===== src/rtl/req_router_if.sv =====
// rtl/req_router_if.sv - source/destination request bus between nodesets and the router
interface req_router_if #(
    parameter int NUM_SETS     = 4,
    parameter int NUM_PATHS_DW = 16
) ();
    logic [NUM_SETS-1:0]              i_src_vld;
    logic [NUM_SETS*NUM_PATHS_DW-1:0] i_src_paths;
    logic [NUM_SETS*12-1:0]           i_src_nodenum;
    logic [NUM_SETS-1:0]              o_src_ack;
    logic [NUM_SETS-1:0]              o_dst_vld;
    logic [NUM_SETS*NUM_PATHS_DW-1:0] o_dst_paths;
    logic [NUM_SETS*6-1:0]            o_dst_nodenum;
    logic [NUM_SETS-1:0]              i_dst_ack;
    logic [NUM_SETS-1:0]              i_set_complete;

    modport slave (
        input  i_src_vld, i_src_paths, i_src_nodenum, i_dst_ack, i_set_complete,
        output o_src_ack, o_dst_vld, o_dst_paths, o_dst_nodenum
    );

    modport master (
        output i_src_vld, i_src_paths, i_src_nodenum, i_dst_ack, i_set_complete,
        input  o_src_ack, o_dst_vld, o_dst_paths, o_dst_nodenum
    );
endinterface


===== src/rtl/req_router.sv =====
// rtl/req_router.sv - round-robin crossbar from nodeset sources to one-entry destination registers
module req_router #(
    parameter int NUM_SETS     = 4,
    parameter int NUM_PATHS_DW = 16
) (
    input  logic         clk,
    input  logic         rst,
    req_router_if.slave  bus,
    output logic         o_quiescent,
    output logic         o_bad_dest
);
    localparam int SETW = (NUM_SETS > 1) ? $clog2(NUM_SETS) : 1;
    typedef logic [SETW-1:0] idx_t;

    logic [NUM_SETS-1:0]                   r_vld;
    logic [NUM_SETS-1:0][NUM_PATHS_DW-1:0] r_paths;
    logic [NUM_SETS-1:0][5:0]              r_tag;
    idx_t                                  r_rr [NUM_SETS];
    logic                                  r_idle_d;
    logic                                  r_quiescent;
    logic                                  r_bad;

    logic [NUM_SETS-1:0][5:0] w_dest;
    logic [NUM_SETS-1:0]      w_bad;
    logic [NUM_SETS-1:0]      w_req [NUM_SETS];
    logic [NUM_SETS-1:0]      w_load;
    logic [NUM_SETS-1:0]      w_grant;
    idx_t                     w_win [NUM_SETS];
    logic [NUM_SETS-1:0]      w_ack;
    logic                     w_idle;

    always_comb begin
        for (int s = 0; s < NUM_SETS; s++) begin
            w_dest[s] = bus.i_src_nodenum[s*12+6 +: 6];
            w_bad[s]  = bus.i_src_vld[s] && ({1'b0, w_dest[s]} >= 7'(NUM_SETS));
        end
    end

    // w_req[d][s]: source s holds a legal request aimed at destination d
    always_comb begin
        for (int d = 0; d < NUM_SETS; d++) begin
            w_req[d] = '0;
            for (int s = 0; s < NUM_SETS; s++) begin
                w_req[d][s] = bus.i_src_vld[s] && !w_bad[s] && (w_dest[s] == 6'(d));
            end
        end
    end

    // Search upward from r_rr[d]; idx_t wraps naturally since NUM_SETS is a power of two
    always_comb begin
        idx_t w_cand;
        w_cand = '0;
        for (int d = 0; d < NUM_SETS; d++) begin
            w_grant[d] = 1'b0;
            w_win[d]   = '0;
            w_load[d]  = !r_vld[d] || bus.i_dst_ack[d];
            for (int k = 0; k < NUM_SETS; k++) begin
                w_cand = r_rr[d] + idx_t'(k);
                if (!w_grant[d] && w_req[d][w_cand]) begin
                    w_grant[d] = 1'b1;
                    w_win[d]   = w_cand;
                end
            end
        end
    end

    always_comb begin
        w_ack = w_bad;
        for (int d = 0; d < NUM_SETS; d++) begin
            for (int s = 0; s < NUM_SETS; s++) begin
                if (w_load[d] && w_grant[d] && (w_win[d] == idx_t'(s))) begin
                    w_ack[s] = 1'b1;
                end
            end
        end
    end

    assign w_idle = (&bus.i_set_complete) && !(|bus.i_src_vld) && !(|r_vld);

    always_ff @(posedge clk) begin
        if (rst) begin
            r_vld       <= '0;
            r_idle_d    <= 1'b0;
            r_quiescent <= 1'b0;
            r_bad       <= 1'b0;
            for (int d = 0; d < NUM_SETS; d++) begin
                r_rr[d] <= '0;
            end
        end else begin
            for (int d = 0; d < NUM_SETS; d++) begin
                if (w_load[d]) begin
                    r_vld[d] <= w_grant[d];
                    if (w_grant[d]) begin
                        r_paths[d] <= bus.i_src_paths[w_win[d]*NUM_PATHS_DW +: NUM_PATHS_DW];
                        r_tag[d]   <= bus.i_src_nodenum[w_win[d]*12 +: 6];
                        r_rr[d]    <= w_win[d] + idx_t'(1);
                    end
                end
            end
            if (|w_bad) begin
                r_bad <= 1'b1;
            end
            r_idle_d    <= w_idle;
            r_quiescent <= w_idle && r_idle_d;
        end
    end

    assign bus.o_src_ack     = rst ? '0 : w_ack;
    assign bus.o_dst_vld     = r_vld;
    assign bus.o_dst_paths   = r_paths;
    assign bus.o_dst_nodenum = r_tag;
    assign o_quiescent       = r_quiescent;
    assign o_bad_dest        = r_bad;
endmodule


===== src/flat_wrapper.sv =====
// flat-port wrapper written by rule: the top's interface ports become plain ports
module req_router_flat 
#(
    parameter int NUM_SETS     = 4,
    parameter int NUM_PATHS_DW = 16
)
  (clk, rst, o_quiescent, o_bad_dest, bus_i_src_vld, bus_i_src_paths, bus_i_src_nodenum, bus_i_dst_ack, bus_i_set_complete, bus_o_src_ack, bus_o_dst_vld, bus_o_dst_paths, bus_o_dst_nodenum);
  req_router_if #(.NUM_SETS(NUM_SETS), .NUM_PATHS_DW(NUM_PATHS_DW)) bus_i ();
  input  logic clk;
  input  logic rst;
  output logic o_quiescent;
  output logic o_bad_dest;
  input wire logic [$bits(bus_i.i_src_vld)-1:0] bus_i_src_vld;
  input wire logic [$bits(bus_i.i_src_paths)-1:0] bus_i_src_paths;
  input wire logic [$bits(bus_i.i_src_nodenum)-1:0] bus_i_src_nodenum;
  input wire logic [$bits(bus_i.i_dst_ack)-1:0] bus_i_dst_ack;
  input wire logic [$bits(bus_i.i_set_complete)-1:0] bus_i_set_complete;
  output wire logic [$bits(bus_i.o_src_ack)-1:0] bus_o_src_ack;
  output wire logic [$bits(bus_i.o_dst_vld)-1:0] bus_o_dst_vld;
  output wire logic [$bits(bus_i.o_dst_paths)-1:0] bus_o_dst_paths;
  output wire logic [$bits(bus_i.o_dst_nodenum)-1:0] bus_o_dst_nodenum;
  assign bus_i.i_src_vld = bus_i_src_vld;
  assign bus_i.i_src_paths = bus_i_src_paths;
  assign bus_i.i_src_nodenum = bus_i_src_nodenum;
  assign bus_i.i_dst_ack = bus_i_dst_ack;
  assign bus_i.i_set_complete = bus_i_set_complete;
  assign bus_o_src_ack = bus_i.o_src_ack;
  assign bus_o_dst_vld = bus_i.o_dst_vld;
  assign bus_o_dst_paths = bus_i.o_dst_paths;
  assign bus_o_dst_nodenum = bus_i.o_dst_nodenum;
  req_router #(.NUM_SETS(NUM_SETS), .NUM_PATHS_DW(NUM_PATHS_DW)) u_core (.clk(clk), .rst(rst), .bus(bus_i), .o_quiescent(o_quiescent), .o_bad_dest(o_bad_dest));
endmodule

===== config.mk =====
export PLATFORM = sky130hd
export DESIGN_NAME = req_router_flat
export DESIGN_NICKNAME = d
export VERILOG_FILES = /design/src/rtl/req_router_if.sv /design/src/rtl/req_router.sv /design/src/flat_wrapper.sv
export SDC_FILE = /design/constraint.sdc
export NUM_CORES = 1
export LEC_CHECK = 0
export CORE_ASPECT_RATIO = 1.1
export CORE_MARGIN = 1.5
export CORE_UTILIZATION = 40
export CTS_CLUSTER_DIAMETER = 150
export DETAILED_ROUTE_END_ITERATION = 16
export PLACE_DENSITY = 0.76
export SYNTH_ARGS = -nofsm -noshare
export SYNTH_HDL_FRONTEND = slang
export SYNTH_SLANG_ARGS = --single-unit

===== constraint.sdc =====
create_clock -name clk -period 9.8 [get_ports clk]
set_input_delay 0.98 -clock clk [delete_from_list [all_inputs] [get_ports clk]]
set_output_delay 0.98 -clock clk [all_outputs]
set_load 0.02 [all_outputs]

After elaboration in Yosys (flattened, before gate mapping)
Memories as Yosys holds them, arrays and structs flattened.
Index checks and enable logic that the tools add are counted.
{"block": "word_totals", "register_bits": 95, "latchBits": 0, "mem_bits_rw": 8, "rom_bits": 0, "in_bits": 126, "output_inout_bits": 98, "word_cells": 297, "memories": 1}
{"name": "u_core.r_rr", "words": 4, "width": 2, "rd": 4, "rd_ports_with_merged_regs": 0, "wr": 4, "line_no": "req_router.sv:18", "text": "idx_t r_rr [NUM_SETS];"}
{"block": "op_classes", "n_addsub": 16, "multipliers": 4, "n_div": 0, "order_cmp": 20, "eq_ne": 24, "shifts": 8, "mux": 103, "bitwise": 5, "reduce_logical": 101}
{"operator": "variable part select 64 x 7 -> 16 bit", "n": 4}
{"operator": "variable part select 48 x 7 -> 6 bit", "n": 4}
{"operator": "two-way mux 1 bit", "n": 66}
{"operator": "logical AND 1 bit", "n": 59}
{"operator": "equality test 6 x 2 -> 1 bit, second input constant", "n": 8}
{"operator": "less-than comparator 2 x 3 -> 1 bit, second input constant", "n": 16}
{"operator": "two-way mux 2 bit", "n": 20}
{"operator": "binary-select mux 1 bit (select 2 bit)", "n": 16}
{"operator": "equality test 6 x 1 -> 1 bit, second input constant", "n": 4}
{"operator": "greater-or-equal comparator 6 x 3 -> 1 bit, second input constant", "n": 4}
{"operator": "zero test 6 bit", "n": 4}
{"operator": "zero test 1 bit", "n": 22}
{"operator": "adder 2 x 1 -> 2 bit, second input constant", "n": 8}
{"operator": "adder 2 bit, second input constant", "n": 8}
{"operator": "equality test 2 bit, second input constant", "n": 8}
{"operator": "multiplier 2 x 2 -> 4 bit, second input constant", "n": 4}
{"operator": "AND reduction 3 bit", "n": 4}
{"operator": "OR reduction 4 bit", "n": 3}
{"operator": "equality test 2 x 1 -> 1 bit, second input constant", "n": 4}
{"operator": "zero test 2 bit", "n": 4}
{"operator": "logical OR 1 bit", "n": 4}
{"operator": "two-way mux 4 bit", "n": 1}
{"operator": "OR 1 bit", "n": 4}
{"operator": "AND reduction 4 bit", "n": 1}
{"operator": "inverter 1 bit", "n": 1}

Logic depth before layout (Yosys ltp)
Gate-level depths: netlist of run 1.
{"block": "logic_depth", "word_depth": 24, "depth_mapped": 12}

Worst setup path before layout of run 1
No wires, ideal clock.
{"block": "synth_path", "path_type": "input-to-output", "from": "in bus_i_src_nodenum[47]", "to": "out bus_o_src_ack[2]", "arrival_time_ns": 3.368, "path_slack_ns": 5.452, "cell_stages": 8, "cell_sequence": "or4_1 > nor4b_1 > nor2_1 > a21oi_2 > buf_2 > ha_1 > a22oi_1 > a31oi_1"}
{"block": "synth_between", "elab_chain_len": 24, "elab_cells_between_ends": 117}
{"item": "start: declaration", "line_no": "flat_wrapper.sv:15", "text": "input wire logic [$bits(bus_i.i_src_nodenum)-1:0] bus_i_src_nodenum;"}
{"item": "greater-or-equal comparator 6 x 3 -> 1 bit", "line_no": "req_router.sv:35", "text": "w_bad[s] = bus.i_src_vld[s] && ({1'b0, w_dest[s]} >= 7'(NUM_SETS));"}
{"item": "logical AND 1 bit", "line_no": "req_router.sv:35"}
{"item": "zero test 1 bit", "line_no": "req_router.sv:44", "text": "w_req[d][s] = bus.i_src_vld[s] && !w_bad[s] && (w_dest[s] == 6'(d));"}
{"item": "logical AND 1 bit (2 in series)", "line_no": "req_router.sv:44"}
{"item": "binary-select mux 1 bit (select 2 bit)", "line_no": "req_router.sv:59", "text": "if (!w_grant[d] && w_req[d][w_cand]) begin"}
{"item": "two-way mux 1 bit (implied by the code)", "line_no": "req_router.sv:59"}
{"item": "two-way mux 1 bit", "line_no": "req_router.sv:59"}
{"item": "zero test 1 bit", "line_no": "req_router.sv:59"}
{"item": "[5 not listed]"}
{"item": "zero test 1 bit", "line_no": "req_router.sv:59"}
{"item": "logical AND 1 bit", "line_no": "req_router.sv:59"}
{"item": "two-way mux 2 bit or two-way mux 1 bit (tied branches)", "line_no": "req_router.sv:59"}
{"item": "equality test 2 bit or logical AND 1 bit (tied branches)", "line_no": "req_router.sv:71", "text": "if (w_load[d] && w_grant[d] && (w_win[d] == idx_t'(s))) begin"}
{"item": "logical AND 1 bit", "line_no": "req_router.sv:71"}
{"item": "two-way mux 1 bit (3 in series)", "line_no": "req_router.sv:71"}
{"item": "two-way mux 1 bit (*)", "line_no": "req_router.sv:71"}
{"item": "two-way mux 4 bit (*)", "line_no": "req_router.sv:108", "text": "assign bus.o_src_ack = rst ? '0 : w_ack;"}
{"item": "end: declaration", "line_no": "flat_wrapper.sv:18", "text": "output wire logic [$bits(bus_i.o_src_ack)-1:0] bus_o_src_ack;"}
Mark *: on every way between the ends. The rest lies on a longest branch, timed or not. The select of a mux whose other input is x is not followed.

Worst setup path after layout of run 1
{"block": "layout_path", "from": "in bus_i_src_nodenum[23]", "to": "out bus_o_src_ack[0]"}
{"block": "layout_between", "elab_chain_len": 24, "elab_cells_between_ends": 117}
{"item": "greater-or-equal comparator 6 x 3 -> 1 bit", "line_no": "req_router.sv:35"}
{"item": "logical AND 1 bit", "line_no": "req_router.sv:35"}
{"item": "zero test 1 bit", "line_no": "req_router.sv:44"}
{"item": "logical AND 1 bit (2 in series)", "line_no": "req_router.sv:44"}
{"item": "binary-select mux 1 bit (select 2 bit)", "line_no": "req_router.sv:59"}
{"item": "two-way mux 1 bit (implied by the code)", "line_no": "req_router.sv:59"}
{"item": "two-way mux 1 bit", "line_no": "req_router.sv:59"}
{"item": "zero test 1 bit", "line_no": "req_router.sv:59"}
{"item": "[5 not listed]"}
{"item": "zero test 1 bit", "line_no": "req_router.sv:59"}
{"item": "logical AND 1 bit", "line_no": "req_router.sv:59"}
{"item": "two-way mux 2 bit or two-way mux 1 bit (tied branches)", "line_no": "req_router.sv:59"}
{"item": "zero test 2 bit or logical AND 1 bit (tied branches)", "line_no": "req_router.sv:71"}
{"item": "logical AND 1 bit", "line_no": "req_router.sv:71"}
{"item": "two-way mux 1 bit (3 in series)", "line_no": "req_router.sv:71"}
{"item": "two-way mux 1 bit (*)", "line_no": "req_router.sv:71"}
{"item": "two-way mux 4 bit (*)", "line_no": "req_router.sv:108"}
Marks and branches as above.

==> results.sh, run 1 <==
export IMPL_status="completed"
export IMPL_rows=49
export IMPL_multiInputGateArea_sq_um=3440
export IMPL_reg2reg_from="u_core.r_rr[3][1]"
export IMPL_holdPathStages=1
export IMPL_p_sw_frac=0.230
export IMPL_seq_area_sq_um=3020
export IMPL_r2r_end="u_core.bus.o_dst_paths[62]"
export IMPL_synth_area_leaders="edfxtp_1 44%, mux4_2 14%, mux2i_1 11%"
export IMPL_stdcell_count=940
export IMPL_yosysSeqAreaShare=0.457
export IMPL_cts_sinks=103
export IMPL_clk_pin_slew_worst_paths_ns=0.07
export IMPL_maxCapViolations=0
export IMPL_drtIter0Drc=470
export IMPL_intPower_w=0.000829
export IMPL_portBuffers=223
export IMPL_nets=873
export IMPL_yosys_area_top_type="edfxtp_1"
export IMPL_finalCriticalPeriod_ns=6.25
export IMPL_grt_usage=0.244
export IMPL_cts_buffers=9
export IMPL_place_inst=924
export IMPL_synth_seq_cells=103
export IMPL_rsz0062_at_grt="false"
export IMPL_slew_viol_final=0
export IMPL_grt_pass1_vias=5949
export IMPL_max_stage_delay_ns=0.83
export IMPL_yosys_area_top_type_share=0.436
export IMPL_syn_instance_count=524
export IMPL_pin_count=224
export IMPL_max_freq_ghz=0.160
export IMPL_worst_slew_pin_slew_ns=1.00
export IMPL_p_leak_nw=3.11
export IMPL_postLayoutCoreUtil=0.577
export IMPL_die_x_microns=126
export IMPL_dr_pass1_iters=5
export IMPL_post_drt_wl_per_cell_microns=22.3
export IMPL_end_kind="output port"
export IMPL_tritoncts="yes"
export IMPL_cts_hold_buf=0
export IMPL_root_buffer="clkbuf_16"
export IMPL_cp_arrival_ns=5.27
export IMPL_synthToLayoutAreaGrowth_pct=41.6
export IMPL_reg2reg_setup_slack_ns=6.67
export IMPL_htreeDepth=3
export IMPL_synth_cell_type_count=60
export IMPL_power_frac_comb=0.145
export IMPL_initial_utilization=0.407
export IMPL_clk_latency_ns=0.36
export IMPL_synth_fp_nets=666
export IMPL_crit_required_ns=8.82
export IMPL_cts_setup_buffers=0
export IMPL_globalplace_congestion=0.860
export IMPL_drt_wl_total_microns=21000
export IMPL_ir_drop_mv=0.0919
export IMPL_vias=5696
export IMPL_avgViaCountPerCell=6.06
export IMPL_grt_first_pass_wirelength_microns=32300
export IMPL_synth_edff_count=96
export IMPL_yosys_most_used_dff="edfxtp_1"
export IMPL_pwr_share_clk=0.399
export IMPL_async_flop_share=0
export IMPL_power_switching_w=0.000247
export IMPL_rr_worst_depth=6
export IMPL_totalPowerFinal_w=0.00108
export IMPL_yosys_top_cells_count="96 x edfxtp_1, 71 x nand2_1, 70 x mux2i_1"
export IMPL_yosysMostFrequentCell="edfxtp_1"
export IMPL_setup_viol=0
export IMPL_min_to="u_core.o_quiescent"
export IMPL_yosysWarnings=0
export IMPL_hp_class="flop to flop"
export IMPL_timing_slew_headroom=0.333
export IMPL_skew_ns=0.0112
export IMPL_p_seq_frac=0.456
export IMPL_setup_tns_ns=0
export IMPL_hpwl_microns=14500
export IMPL_power_density_nw_per_um2=115
export IMPL_fp_dieH_microns=138
export IMPL_setup_worst_path_class="input port to output port"
export IMPL_grt_overflow=0
export IMPL_setup_ws_ns=3.55
export IMPL_fin_crit_sh=0.637
export IMPL_final_antenna_net_count=0
export IMPL_hold_viol=0
export IMPL_cpMostUsedCell="clkdlybuf4s50_1"
export IMPL_worst_path_max_delay_cell="and2_2"
export IMPL_antenna_found_initial=0
export IMPL_core_area_sq_um=16200
export IMPL_syn_area_sq_um=6620
export IMPL_avgSynthCellArea_sq_um=12.6
export IMPL_num_antenna_cells=0
export IMPL_grt_max_degree=48
export IMPL_worstHoldStart="u_core.r_idle_d"
export IMPL_nFillCells=1293
export IMPL_drive_above_1_share=0.117
export IMPL_pre_cts_slack_ns=3.60
export IMPL_clk_path_buf_depth=2
export IMPL_path_max_fanout=46
export IMPL_path_cells="clkdlybuf4s50_1, nor4_1, a2111oi_0, a221oi_1, and2_2, inv_2, ha_1, nand2_1, a31oi_1, clkdlybuf4s50_1"
export IMPL_die_area_sq_um=17300
export IMPL_cts_repair_resized=0
export IMPL_drc=0
export IMPL_start_kind="input port"
-- cell type report --
type                    count  area share
clock buffers               9      0.0240
clock inverters             7      0.0132
inverters                   8     0.00320
multi-input cells         380       0.367
flip-flops and latches    103       0.323
well taps                 204      0.0272
repair buffers            229       0.243
-- power by group through the flow --
stage | combinational, W | sequential, W | clock, W
6_report | 0.000156 | 0.000491 | 0.000429
5_1_grt | 0.000167 | 0.000492 | 0.000449
4_1_cts | 0.000155 | 0.000491 | 0.000433
3_5_place_dp | 0.000154 | 0.000501 | 0
3_3_place_gp | 0.000149 | 0.000501 | 0
2_1_floorplan | 0.0000589 | 0.000505 | 0
-- worst max-delay path by stage --
stage                                startpoint          endpoint  slack [ns]
after floorplan           bus_i_src_nodenum[47]  bus_o_src_ack[2]        5.45
after global placement    bus_i_src_nodenum[23]  bus_o_src_ack[0]        3.73
after detailed placement  bus_i_src_nodenum[23]  bus_o_src_ack[0]        3.60
after CTS                 bus_i_src_nodenum[23]  bus_o_src_ack[0]        3.62
after global routing      bus_i_src_nodenum[23]  bus_o_src_ack[0]        3.20
final                     bus_i_src_nodenum[23]  bus_o_src_ack[0]        3.55
-- per-layer routing --
metal,up-vias,routed length (microns),global-route usage,part of all wire
li1,2509,-,-,-
met1,2836,7960,0.287,0.38
met2,297,11000,0.434,0.52
met3,54,1320,0.0390,0.063
met4,0,701,0.128,0.033
met5,-,0,0,0
-- kinds of logic after synthesis --
group | after synthesis | share of synthesized area
adder cells (fa/ha/maj) | 16 | 0.0302
AND/OR/NAND/NOR | 159 | 0.126
multiplexers | 114 | 0.258
buffers and inverters | 41 | 0.0346
AO/OA/AOI/OAI | 91 | 0.0945
flip-flops | 103 | 0.457
-- critical path, delay by kind of cell --
kind | cells | cell delay [ns]
buf+inv | 3 | 1.62
simple gates | 3 | 1.56
compound gates | 3 | 0.67
fa+ha+maj | 1 | 0.40
-- sequential cells by signal, summed over array words and instances (netlist names) --
name	flops
u_core.o_quiescent	1
u_core.r_idle_d	1
u_core.bus.o_dst_vld	4
u_core.r_rr	8
u_core.o_bad_dest	1
u_core.bus.o_dst_paths	64
u_core.bus.o_dst_nodenum	24
-- stage by stage --
stage                     hold WS, ns  cell area [sq um]
after floorplan                 0.406               6620
after global placement          0.411               9020
after detailed placement        0.412               9020
after CTS                       0.428               9370
after global routing            0.442               9370
final                           0.426               9370
-- cells in the final DEF, fill, tap and decap left out, drive strengths merged, types with 5 or more instances in the layout --
cell	count
a21oi	35
a22oi	10
a32oi	19
and2	8
buf	6
clkbuf	9
clkdlybuf4s50	223
dfxtp	7
edfxtp	96
ha	16
inv	11
mux2i	70
mux4	44
nand2	72
nand2b	5
nand3	6
nand4b	6
nor2	13
nor2b	10
nor3	5
nor4	7
o21ai	6
or2	5
or4	5
(Power assumes the default switching activity.)
==> inputs of run 2 (changes only) <==
--- a/config.mk
+++ b/config.mk
@@ -10,7 +10,7 @@
 export CORE_UTILIZATION = 40
 export CTS_CLUSTER_DIAMETER = 150
 export DETAILED_ROUTE_END_ITERATION = 16
-export PLACE_DENSITY = 0.76
+export PLACE_DENSITY = 0.78
 export SYNTH_ARGS = -nofsm -noshare
 export SYNTH_HDL_FRONTEND = slang
 export SYNTH_SLANG_ARGS = --single-unit
==> constraint.sdc (replaced) <==
create_clock -name clk -period 5.7 [get_ports clk]
set_input_delay 0.57 -clock clk [delete_from_list [all_inputs] [get_ports clk]]
set_output_delay 0.57 -clock clk [all_outputs]
set_load 0.02 [all_outputs]
==> run 2 against run 1 <==
  * Worst hold slack hardly changed
  * Die area is the same
  * Sequential share of layout area increased by 0.056 points
  * First-iteration DRC count is 2.1% lower
  * Worst setup slack worse by 2.7 ns
  * Combinational power up 73%
==> results.sh, run 2 (synthesis results as in run 1) <==
export IMPL_final_cell_mix="223 x clkdlybuf4s50_1, 96 x edfxtp_1, 71 x nand2_1"
export IMPL_status="completed"
export IMPL_start_kind="input port"
export IMPL_cts_buffers=9
export IMPL_hpwl_microns=15200
export IMPL_hp_class="flop to flop"
export IMPL_rsz0062_at_grt="false"
export IMPL_worst_path_max_delay_cell="nor4_1"
export IMPL_max_stage_delay_ns=0.74
export IMPL_die_area_sq_um=17300
export IMPL_worst_slew_pin_slew_ns=0.948
export IMPL_placed_cell_area_sq_um=9070
export IMPL_worst_path_buf_inv=3
export IMPL_clk_latency_ns=0.36
export IMPL_use_met3=0.0336
export IMPL_grt_usage=0.239
export IMPL_setup_worst_path_class="input port to output port"
export IMPL_power_density_nw_per_um2=185
export IMPL_multiInputGateArea_sq_um=3440
export IMPL_largest_reg_flops=64
export IMPL_antenna_found_initial=0
export IMPL_rr_worst_depth=7
export IMPL_portBuffers=223
export IMPL_grtUsageMet1=0.272
export IMPL_drtIter0Drc=460
export IMPL_grt_max_degree=27
export IMPL_postLayoutCoreUtil=0.576
export IMPL_path_cells="clkdlybuf4s50_1, nor4_1, a2111oi_0, a221oi_1, and2_2, inv_2, ha_1, nand2_1, a31oi_1, clkdlybuf4s50_1"
export IMPL_grt_overflow=0
export IMPL_skew_ns=0.0144
export IMPL_grt_pass1_vias=5844
export IMPL_clk_pin_slew_worst_paths_ns=0.07
export IMPL_post_drt_wl_per_cell_microns=22.3
export IMPL_maxCapViolations=0
export IMPL_whs_ns=0.426
export IMPL_setup_viol=0
export IMPL_cpMostUsedCell="clkdlybuf4s50_1"
export IMPL_num_antenna_cells=0
export IMPL_max_freq_ghz=0.206
export IMPL_cts_sinks=103
export IMPL_grt_met2_usage=0.439
export IMPL_nFillCells=1282
export IMPL_slew_viol_final=0
export IMPL_final_area_sq_um=9360
export IMPL_drive_above_1_share=0.124
export IMPL_hold_viol=0
export IMPL_top_usage_layer="met2"
export IMPL_nets=879
export IMPL_holdPathStages=1
export IMPL_globalplace_congestion=0.880
export IMPL_pin_count=224
export IMPL_cp_arrival_ns=4.29
export IMPL_cts_repair_resized=0
export IMPL_fp_dieH_microns=138
export IMPL_synthToLayoutAreaGrowth_pct=41.3
export IMPL_cts_hold_buf=0
export IMPL_fin_crit_sh=0.852
export IMPL_final_antenna_net_count=0
export IMPL_grt_first_pass_wirelength_microns=31500
export IMPL_dr_pass1_iters=6
export IMPL_root_buffer="clkbuf_16"
export IMPL_htreeDepth=3
export IMPL_initial_utilization=0.407
export IMPL_end_kind="output port"
export IMPL_setup_tns_ns=0
export IMPL_path_max_fanout=23
export IMPL_vias=5651
export IMPL_drt_wl_total_microns=21100
export IMPL_core_area_sq_um=16200
export IMPL_avgViaCountPerCell=5.97
export IMPL_cts_setup_buffers=0
export IMPL_critPathTopFamily="buffers and inverters"
export IMPL_die_x_microns=126
export IMPL_seq_area_sq_um=3020
export IMPL_ir_drop_mv=0.126
export IMPL_crit_cells=10
export IMPL_final_common_cell="clkdlybuf4s50_1"
export IMPL_clk_path_buf_depth=2
export IMPL_p_leak_nw=3.11
export IMPL_rows=49
export IMPL_totalPowerFinal_w=0.00173
export IMPL_tritoncts="yes"
export IMPL_crit_required_ns=5.13
export IMPL_timing_slew_headroom=0.366
export IMPL_finalCriticalPeriod_ns=4.86
export IMPL_drc=0
[run 2: cell types whose count changed in the layout (fill, tap and decap cells not counted)]
cell | before | now
buf_4 | 6 | 12
inv_6 | 2 | 3
inv_8 | 1 | 2
clkinv_4 | 0 | 1
bufinv_16 | 3 | 0
[run 2: final cells by class]
| class | instances | area share |
|---|---|---|
| Clock buffer | 9 | 0.0241 |
| Clock inverter | 7 | 0.00669 |
| Inverter | 8 | 0.00321 |
| Multi-Input combinational cell | 380 | 0.367 |
| Sequential cell | 103 | 0.323 |
| Tap cell | 204 | 0.0273 |
| Timing Repair Buffer | 235 | 0.248 |
[run 2: final timing paths]
path | from | to | slack (ns)
setup / recovery | bus_i_src_nodenum[23] | bus_o_src_ack[2] | 0.84
hold / removal | u_core.r_idle_d | u_core.o_quiescent | 0.43
setup reg to reg | u_core.r_rr[3][1] | u_core.bus.o_dst_nodenum[18] | 2.77
hold reg to reg | u_core.r_idle_d | u_core.o_quiescent | 0.43
[run 2: worst reg2reg max path, stage by stage, from the launching register on]
cell and delay, ns:
edfxtp_1 0.46, a2111oi_0 0.49, a221oi_1 0.12, and2_2 0.41, inv_2 0.42, buf_4 0.42, mux2i_1 0.25, a22oi_1 0.08
[run 2: power breakdown]
part | total (W) | internal [W] | switching, W
sequential | 0.000844 | 0.000838 | 0.00000584
combinational | 0.000270 | 0.000153 | 0.000117
clock | 0.000614 | 0.000308 | 0.000307
[run 2: metrics by stage]
stage,cells,setup slack (ns)
floorplan,524,2.17
CTS,946,0.872
finish,946,0.843
global route,946,0.636
global placement,930,0.940
detailed placement,930,0.887
[run 2: routing by layer]
| layer | vias up | wire, microns |
|---|---|---|
| met4 | 0 | 686 |
| met1 | 2824 | 8080 |
| met5 | - | 0 |
| met2 | 250 | 11200 |
| li1 | 2527 | - |
| met3 | 50 | 1120 |
